--- config.mk ---
export PLATFORM = sky130hd
export DESIGN_NAME = wb_master_arbiter
export DESIGN_NICKNAME = d
export VERILOG_FILES = /design/src/rtl/wb_arb_pkg.sv /design/src/rtl/wb_timeout_counter.sv /design/src/rtl/wb_master_arbiter.sv
export SDC_FILE = /design/constraint.sdc
export NUM_CORES = 1
export LEC_CHECK = 0
export ABC_AREA = 1
export CORE_AREA = 2 2 121 123
export DETAILED_ROUTE_END_ITERATION = 10
export DIE_AREA = 0 0 123 125
export GPL_TIMING_DRIVEN = 0
export PLACE_DENSITY = 0.69
export SYNTH_ARGS = -nofsm -noshare
export SYNTH_HDL_FRONTEND = slang
export SYNTH_HIERARCHICAL = 1
export SYNTH_SLANG_ARGS = --single-unit
--- constraint.sdc ---
create_clock -name wb_clk -period 2.8 [get_ports wb_clk]
set_clock_uncertainty 0.05 [all_clocks]
set_input_delay 0.7 -clock wb_clk [delete_from_list [all_inputs] [get_ports wb_clk]]
set_output_delay 0.7 -clock wb_clk [all_outputs]
set_load 0.01 [all_outputs]
--- src/rtl/wb_arb_pkg.sv ---
// Shared constants for the two-master Wishbone arbiter: FSM encodings and
// stall counter width.
package wb_arb_pkg;

  localparam int unsigned CntW = 16;
  localparam logic [CntW-1:0] CntOne = CntW'(1);

  localparam logic [1:0] StIdle  = 2'd0;
  localparam logic [1:0] StBusM0 = 2'd1;
  localparam logic [1:0] StBusM1 = 2'd2;
  localparam logic [1:0] StErr   = 2'd3;

endpackage

--- src/rtl/wb_timeout_counter.sv ---
// Stall cycle counter. expired_o fires in the cycle whose stall would bring the
// count up to limit_i; a zero limit never expires.
module wb_timeout_counter
  import wb_arb_pkg::*;
(
  input  logic            clk_i,
  input  logic            rst_ni,
  input  logic            en_i,
  input  logic            clr_i,
  input  logic [CntW-1:0] limit_i,
  output logic            expired_o
);

  logic [CntW-1:0] cnt_q, cnt_d;

  // Clear has priority; saturate so a disabled timeout cannot wrap around.
  always_comb begin
    cnt_d = cnt_q;
    if (clr_i) begin
      cnt_d = '0;
    end else if (en_i && (cnt_q != '1)) begin
      cnt_d = cnt_q + CntOne;
    end
  end

  // Counter state register.
  always_ff @(posedge clk_i or negedge rst_ni) begin
    if (!rst_ni) begin
      cnt_q <= '0;
    end else begin
      cnt_q <= cnt_d;
    end
  end

  assign expired_o = en_i && (limit_i != '0) && (cnt_q == (limit_i - CntOne));

endmodule

--- src/rtl/wb_master_arbiter.sv ---
// Two-master round-robin Wishbone arbiter with a per-transfer stall timeout.
module wb_master_arbiter
  import wb_arb_pkg::*;
#(
  parameter int unsigned TIMEOUT_CYCLES = 255
) (
  input  logic        wb_clk,
  input  logic        wb_rst_n,
  input  logic        m0_cyc,
  input  logic        m0_stb,
  input  logic        m0_we,
  input  logic [31:0] m0_adr,
  input  logic [31:0] m0_dat_i,
  output logic [31:0] m0_dat_o,
  output logic        m0_ack,
  output logic        m0_err,
  input  logic        m1_cyc,
  input  logic        m1_stb,
  input  logic        m1_we,
  input  logic [31:0] m1_adr,
  input  logic [31:0] m1_dat_i,
  output logic [31:0] m1_dat_o,
  output logic        m1_ack,
  output logic        m1_err,
  output logic        s_cyc,
  output logic        s_stb,
  output logic        s_we,
  output logic [31:0] s_adr,
  output logic [31:0] s_dat_o,
  input  logic [31:0] s_dat_i,
  input  logic        s_ack,
  output logic [1:0]  grant,
  output logic        timeout_irq,
  input  logic        irq_clr
);

  localparam logic [CntW-1:0] Limit = CntW'(TIMEOUT_CYCLES);

  logic [1:0] state_q, state_d;
  logic       last_q, last_d;   // index of the most recently granted master
  logic [1:0] err_q, err_d;
  logic       irq_q, irq_d;

  logic bus_m0, bus_m1, in_bus, own_cyc, own_stb;
  logic stall_en, leave, expired;

  assign bus_m0   = (state_q == StBusM0);
  assign bus_m1   = (state_q == StBusM1);
  assign in_bus   = bus_m0 | bus_m1;
  assign own_cyc  = bus_m0 ? m0_cyc : (bus_m1 ? m1_cyc : 1'b0);
  assign own_stb  = bus_m0 ? m0_stb : (bus_m1 ? m1_stb : 1'b0);
  assign stall_en = in_bus & own_stb & ~s_ack;
  assign leave    = in_bus & ~own_cyc;

  wb_timeout_counter u_timeout (
    .clk_i     (wb_clk),
    .rst_ni    (wb_rst_n),
    .en_i      (stall_en),
    .clr_i     (~stall_en | leave | expired),
    .limit_i   (Limit),
    .expired_o (expired)
  );

  // Arbitration and ownership FSM; err_d is a one-cycle pulse on entry to StErr.
  always_comb begin
    state_d = state_q;
    last_d  = last_q;
    err_d   = 2'b00;
    case (state_q)
      StIdle: begin
        if (m0_cyc && (!m1_cyc || last_q)) begin
          state_d = StBusM0;
          last_d  = 1'b0;
        end else if (m1_cyc) begin
          state_d = StBusM1;
          last_d  = 1'b1;
        end
      end
      StBusM0: begin
        if (expired) begin
          state_d = StErr;
          err_d   = 2'b01;
        end else if (!m0_cyc) begin
          state_d = StIdle;
        end
      end
      StBusM1: begin
        if (expired) begin
          state_d = StErr;
          err_d   = 2'b10;
        end else if (!m1_cyc) begin
          state_d = StIdle;
        end
      end
      StErr: begin
        // last_q still names the master that timed out.
        if (last_q ? !m1_cyc : !m0_cyc) begin
          state_d = StIdle;
        end
      end
      default: state_d = StIdle;
    endcase
  end

  // Sticky irq: a new timeout beats a simultaneous clear.
  always_comb begin
    irq_d = expired | (irq_q & ~irq_clr);
  end

  // State registers.
  always_ff @(posedge wb_clk or negedge wb_rst_n) begin
    if (!wb_rst_n) begin
      state_q <= StIdle;
      last_q  <= 1'b1;
      err_q   <= 2'b00;
      irq_q   <= 1'b0;
    end else begin
      state_q <= state_d;
      last_q  <= last_d;
      err_q   <= err_d;
      irq_q   <= irq_d;
    end
  end

  // Bus steering: the owner is wired straight through, everything else is zero.
  always_comb begin
    s_cyc    = 1'b0;
    s_stb    = 1'b0;
    s_we     = 1'b0;
    s_adr    = '0;
    s_dat_o  = '0;
    m0_ack   = 1'b0;
    m1_ack   = 1'b0;
    m0_dat_o = '0;
    m1_dat_o = '0;
    if (bus_m0) begin
      s_cyc    = m0_cyc;
      s_stb    = m0_stb;
      s_we     = m0_we;
      s_adr    = m0_adr;
      s_dat_o  = m0_dat_i;
      m0_ack   = s_ack;
      m0_dat_o = s_dat_i;
    end else if (bus_m1) begin
      s_cyc    = m1_cyc;
      s_stb    = m1_stb;
      s_we     = m1_we;
      s_adr    = m1_adr;
      s_dat_o  = m1_dat_i;
      m1_ack   = s_ack;
      m1_dat_o = s_dat_i;
    end
  end

  assign grant       = {bus_m1, bus_m0};
  assign m0_err      = err_q[0];
  assign m1_err      = err_q[1];
  assign timeout_irq = irq_q;

endmodule

==> results of run 1 <==
==> worst register-to-register path, stage by stage, from the launching register on <==
cell     delay [ns]
dfrtp_1        0.42
buf_6          0.14
ha_4           0.19
nor2_4         0.15
buf_8          0.11
a22oi_2        0.07
nor2_4         0.09
nand2_1        0.05
nor2_1         0.10
nand2_1        0.09
a21oi_2        0.12
nand2_1        0.05
nor2_1         0.09
nand4_1        0.13
nor2_4         0.17
nor2_2         0.05
nand2_2        0.10
inv_4          0.06
buf_6          0.14
o21ai_1        0.09
a21oi_1        0.07
==> area by class of cell <==
class,count,area [sq um],area share [%]
clock buffers,4,88.8,1.22
inverters,85,327,4.50
plain buffers,30,280,3.86
multi-input cells,456,2520,34.8
diodes,6,15.0,0.207
repair buffers,329,3240,44.6
flip-flops and latches,22,552,7.60
well taps,184,230,3.17
==> synth_stat cells, types with 4 or more instances <==
cell | n | area share, %
nand3_1 | 25 | 3.7
nor2_2 | 6 | 1.1
xor2_1 | 16 | 4.2
o21ai_2 | 6 | 1.6
nand3_2 | 4 | 1.2
xnor2_1 | 4 | 1.0
clkbuf_1 | 8 | 0.90
o21ai_0 | 10 | 1.5
a22o_1 | 65 | 17
nand2_1 | 153 | 17
dfrtp_1 | 21 | 16
buf_6 | 7 | 2.4
ha_1 | 8 | 3.0
buf_2 | 12 | 1.8
nand4_1 | 10 | 1.9
a21oi_1 | 6 | 0.90
inv_1 | 83 | 9.3
buf_4 | 4 | 0.90
nor2_1 | 75 | 8.4
nor3_1 | 5 | 0.75
==> flip-flops by register name (all words and copies together) (netlist names) <==
register / count
err_q: 2
state_q: 2
u_timeout/cnt_q: 16
timeout_irq: 1
last_q: 1
==> worst paths after layout <==
kind	depth (start not counted)	slack [ns]	endpoint
setup / recovery	8	0.03	s_dat_o[26]
hold / removal	2	0.46	last_q
setup reg to reg	20	0.15	u_timeout/cnt_q[2]
hold reg to reg	2	0.46	last_q
max in group asynchronous	1	1.14	u_timeout/cnt_q[3]
min in group asynchronous	1	0.95	u_timeout/cnt_q[11]
==> metrics by stage <==
stage / power [W] / instance area (sq um) / worst slack, ns
after global placement: 0.00371 / 6810 / -0.924
final: 0.00413 / 7260 / 0.0254
after floorplan: 0.00185 / 3510 / 0.0228
after CTS: 0.00405 / 7120 / -0.0877
after global routing: 0.00442 / 7240 / -0.0218
after detailed placement: 0.00370 / 6810 / -0.910
==> power by group through the flow <==
stage          clock, W  sequential [W]  combinational [W]
6_report       0.000336        0.000364            0.00343
5_1_grt        0.000350        0.000367            0.00370
4_1_cts        0.000338        0.000360            0.00335
3_5_place_dp          0        0.000366            0.00333
3_3_place_gp          0        0.000366            0.00335
2_1_floorplan         0        0.000363            0.00148
==> logic make-up after synthesis <==
logic type	count (synthesis)	synth area share, %
other	2	0.225
buffers and inverters	117	15.7
adders and majority gates	8	3.00
and+or+nand+nor	286	36.4
DFF	22	16.5
xor gates and xnor gates	20	5.25
AOI/OAI and AO/OA	94	22.8
==> layer usage <==
metal  vias to the layer above  share of wire, %  wire length, microns  GRT usage [%]
met5                         -              0.13                    26              0
met4                         4               1.9                   379           4.95
met3                        28                14                  2830           14.5
met2                       261                47                  9470           44.0
met1                      2149                37                  7350           26.5
li1                       2491                 -                     -              -
==> timing repair <==
item,CTS,global route
pin swaps,9,12
resized for setup,132,66
setup buffers,12,8
hold endpoints to repair,0,0
setup endpoints to repair,154,102
gates cloned,2,0
==> summary.md, run 1 <==
| Metric | Value |
|---|---|
| Max stage delay on crit path | 0.42 ns |
| Crit Path Max Fanout | 10 |
| Die W | 123 microns |
| Clk pwr share | 8.1% |
| Number of max-cap violations | 0 |
| Number of synthesized register bits | 22 |
| Fin cells | 1116 |
| # setup viols final | 0 |
| First-pass DRT Iterations | 5 |
| Crit path capture type | output pin |
| Slew headroom | 32.6% |
| Most frequent cells in the layout | clkdlybuf4s50_1 (213), nand2_1 (150), inv_1 (78) |
| Final cycle utilization of the critical path | 99.1% |
| Slowest cell on the critical path | dfrtp_1 |
| Final Max Slew Viols | 0 |
| Die area | 0.0154 sq mm |
| Logic pwr share | 83.0% |
| Library cells used by synthesis | 36 |
| Gpl congestion | 0.920 |
| Clock buffer count from CTS | 3 |
| TritonCTS clock tree | built |
| FF-to-FF Start | state_q[0] |
| Placed insts | 1086 |
| Worst setup path category | reg2out |
| Setup TNS | 0 ns |
| Via/cell ratio | 4.42 |
| Tightest Pin Transition | 1.01 ns |
| Outcome | finished clean |
| Final WL | 20100 microns |
| Internal power | 0.00231 W |
| Grt total ovfl | 0 |
| Synthesis Warnings | 6 |
| I/O pins | 308 |
| Util after Layout | 51.1% |
| Antenna violations before repair | 9 |
| Sequential Power Share | 8.8% |
| Drt wl/cell | 18.0 microns |
| Total track usage | 25.3% |
| DR vias | 4933 |
| Worst Path Arrival | 2.02 ns |
| Largest net degree at the start of global routing | 23 |
| Hold Vio Cnt, Final | 0 |
| Die Height | 125 microns |
| Fin nets | 1105 |
| Syn_area_per_cell | 6.08 sq um |
| Seq/Total Area, Yosys | 16.5% |
| Cell Pwr Density | 569 mW/mm^2 |
| Bufs and invs on worst path | 5 |
| Clock transition at the registers of the reported paths | 0.06 ns |
| Max Clock Freq | 360 MHz |
| Synth-to-Final Area Change | 117% |
| Final Critical Period | 2.77 ns |
| Leak Pwr | 3.91 nW |
| Root Buffer | clkbuf_16 |
| Core area | 0.0142 sq mm |
| Post-DP HPWL | 17100 microns |
| Ys async rst share | 100% |
| Clock latency on the worst-skew pair | 0.26 ns |
| Number of global-route vias before repair | 4977 |
| Hold-fix buffers, CTS | 0 |
| Worst min path class | reg2reg |
| Post-synth EDFFs | 0 |
| Most common cell after layout, fill and taps aside | clkdlybuf4s50_1 |
| Htree depth | 1 |
| Switch Pwr | 0.00182 W |
| Syn Std Cell Area | 0.00334 sq mm |
| Switching part of the total | 44.2% |
| Top delay family on crit path | buffers and inverters |
| CP Cell Sequence | buf_6 -> ha_4 -> nor2_4 -> buf_8 -> buf_4 -> buf_6 -> a22o_1 -> clkdlybuf4s15_1 |
| Hold path startpoint | last_q |
| Buffers on Ports | 307 |
| Hold slack | 0.459 ns |
| Share of post-route cells with drive strength above 1 | 11.4% |
| Initial DRC count | 325 |
| Crit path launch | state_q[0] |
| DRC | 0 |
| Worst VDD drop | 0.361 mV |
| Std-Cell Rows | 44 |
| CTS Sinks | 22 |
| Main synth FF type | dfrtp_1 |
| Number of nets with antenna violations after routing | 0 |
| Fillers | 1387 |
| Maximum root-to-sink buffer count | 2 |
| Most used cell, CP | buf_6 |
| Post-Synthesis Cells | 549 |
| First-pass GRT wire length | 29000 microns |
| Initial Util | 23.5% |
| Startpoint Class | flip-flop |
| CP required | 2.05 ns |
(Power assumes the default switching activity.)
==> run 2: changes to the inputs <==
- MAX_ROUTING_LAYER: default -> met4
==> summary.md, run 2 (same netlist as run 1, synthesis figures left out) <==
| Metric | Value |
|---|---|
| Synth-to-Final Area Change | 118% |
| # setup viols final | 0 (unchanged) |
| Slew headroom | 32.3% (-0.37 points) |
| Clk pwr share | 8.1% (about the same) |
| Die Height | 125 microns (unchanged) |
| Htree depth | 1 (unchanged) |
| Biggest regs | u_timeout/cnt_q: 16 flops, err_q: 2 flops, state_q: 2 flops |
| Final WL | 20100 microns (+0.30%) |
| Switching part of the total | 44.2% (about the same) |
| Initial DRC count | 285 (-12%) |
| Share of post-route cells with drive strength above 1 | 11.6% (+0.11 points) |
| Slowest cell on the critical path | dfrtp_1 |
| Final Critical Period | 2.78 ns (+0.00355 ns) |
| Max stage delay on crit path | 0.43 ns (about the same) |
| Worst VDD drop | 0.359 mV (-0.58%) |
| Top delay family on crit path | buffers and inverters |
| TritonCTS clock tree | built |
| First-pass DRT Iterations | 6 (+1) |
| Max Clock Freq | 360 MHz (-0.13%) |
| Clock buffer count from CTS | 3 (unchanged) |
| Die W | 123 microns (unchanged) |
| Met3 Routed Length | 2820 microns (-0.35%) |
| DR vias | 4953 (+0.41%) |
| Grt total ovfl | 0 (unchanged) |
| Crit Path Max Fanout | 10 (unchanged) |
| CP Cell Sequence | buf_6 -> ha_4 -> inv_4 -> nor2_4 -> buf_8 -> buf_4 -> buf_6 -> a22o_1 -> dlygate4sd2_1 |
| Most common cell after layout, fill and taps aside | clkdlybuf4s50_1 |
| Fin nets | 1105 (unchanged) |
| Internal power | 0.00231 W (+0.13%) |
| Antenna violations before repair | 11 (+2) |
| Fillers | 1388 (+0.072%) |
| Most frequent cells in the layout | clkdlybuf4s50_1 (214), nand2_1 (149), inv_1 (78) |
| Die area | 0.0154 sq mm (unchanged) |
| Leak Pwr | 3.90 nW (-0.22%) |
| Std-Cell Rows | 44 (unchanged) |
| Outcome | finished clean |
| Largest net degree at the start of global routing | 23 (unchanged) |
| Setup TNS | 0 ns (unchanged) |
| Total track usage | 26.1% (+0.82 points) |
| Number of max-cap violations | 0 (unchanged) |
| Wl on met1 | 7410 microns (+0.83%) |
| Number of global-route vias before repair | 4962 (-0.30%) |
| Number of nets with antenna violations after routing | 0 (unchanged) |
| Gpl congestion | 0.936 (+1.7%) |
| Most used cell, CP | buf_6 |
| Logic pwr share | 83.0% (about the same) |
| Crit path capture type | output pin |
| Maximum root-to-sink buffer count | 2 (unchanged) |
| I/O pins | 308 (unchanged) |
| Switch Pwr | 0.00183 W (+0.21%) |
| Via/cell ratio | 4.42 (about the same) |
| First-pass GRT wire length | 29100 microns (about the same) |
| Worst min path class | reg2reg |
| Met2 wire length | 9560 microns (+0.87%) |
| Hold Vio Cnt, Final | 0 (unchanged) |
| CP required | 2.05 ns (about the same) |
| Largest register FFs | 16 (unchanged) |
| Highest routed layer | met4 |
| Fin cells | 1121 (+0.45%) |
| Clock transition at the registers of the reported paths | 0.06 ns (about the same) |
| Root Buffer | clkbuf_16 |
| Post-DP HPWL | 17100 microns (unchanged) |
| Top reg by flops | u_timeout/cnt_q |
| Cell Pwr Density | 569 mW/mm^2 (about the same) |
| Hold-fix buffers, CTS | 0 (unchanged) |
| Tightest Pin Transition | 1.01 ns (+0.00552 ns) |
| Drt wl/cell | 17.9 microns (-0.14%) |
| Core area | 0.0142 sq mm (unchanged) |
| Sequential Power Share | 8.8% (about the same) |
| Initial Util | 23.5% (unchanged) |
| Bufs and invs on worst path | 6 (+1) |
| Clock latency on the worst-skew pair | 0.26 ns (about the same) |
| Final Max Slew Viols | 0 (unchanged) |
| DRC | 0 (unchanged) |
| CTS Sinks | 22 (unchanged) |
| Worst Path Arrival | 2.03 ns (about the same) |
| Startpoint Class | flip-flop |
| Final cycle utilization of the critical path | 99.2% (+0.13 points) |
| Placed insts | 1086 (unchanged) |
| Worst setup path category | reg2out |
| Buffers on Ports | 307 (unchanged) |
| Util after Layout | 51.2% (+0.088 points) |
run 2: cell count changes in the layout (fill, tap and decap cells not counted), sizes merged:
| cell | before | now |
|---|---|---|
| dlymetal6s2s | 14 | 13 |
| clkdlybuf4s50 | 213 | 214 |
| diode | 6 | 11 |
run 2: metal layers:
metal | up-vias | global-route usage, %
met5 | - | -
met4 | 0 | 4.68
met3 | 24 | 14.5
met2 | 253 | 44.1
met1 | 2171 | 26.7
li1 | 2505 | -
run 2: final timing paths:
path,from,to,slack (ns),cells past startpoint
max,state_q[1],s_adr[15],0.02,9
min,last_q,last_q,0.46,2
max reg2reg,state_q[1],u_timeout/cnt_q[4],0.16,22
min reg2reg,last_q,last_q,0.46,2
max in group asynchronous,wb_rst_n,u_timeout/cnt_q[3],1.13,1
min in group asynchronous,wb_rst_n,u_timeout/cnt_q[11],0.95,1
run 2: area by class of cell:
type / instances / area (sq um) / share of cell area [%]
buffer: 30 / 280 / 3.86
inverter: 85 / 327 / 4.49
clock buffer: 4 / 88.8 / 1.22
sequential: 22 / 552 / 7.59
tap: 184 / 230 / 3.17
antenna: 11 / 27.5 / 0.379
timing repair buffer: 329 / 3240 / 44.5
multi-input combinational: 456 / 2530 / 34.8
run 2: power groups by stage:
stage               registers [W]  clock network, W  logic (W)
floorplan                0.000363                 0    0.00148
global placement         0.000366                 0    0.00335
detailed placement       0.000366                 0    0.00333
CTS                      0.000360          0.000338    0.00335
global route             0.000368          0.000350    0.00371
finish                   0.000365          0.000337    0.00344
run 2: worst min-delay path, delay by kind of cell (launching register included):
kind,cells,cell delay [ns]
DFF,1,0.37
AOI/OAI and AO/OA,2,0.13
run 2: per-stage QoR:
step / hold WS (ns) / area (sq um) / power (W) / setup slack, ns
detailed placement: 0.460 / 6810 / 0.00370 / -0.910
CTS: 0.462 / 7120 / 0.00405 / -0.0877
global placement: 0.444 / 6810 / 0.00371 / -0.924
floorplan: 0.354 / 3510 / 0.00185 / 0.0228
global route: 0.516 / 7270 / 0.00442 / -0.0374
finish: 0.459 / 7270 / 0.00414 / 0.0218
run 2: timing repair:
| item | in CTS | in global routing |
|---|---|---|
| setup buffers | 12 | 8 |
| cloned | 2 | 0 |
| setup endpoints to repair | 154 | 102 |
| pin swaps | 9 | 12 |
| gates resized for setup | 132 | 66 |
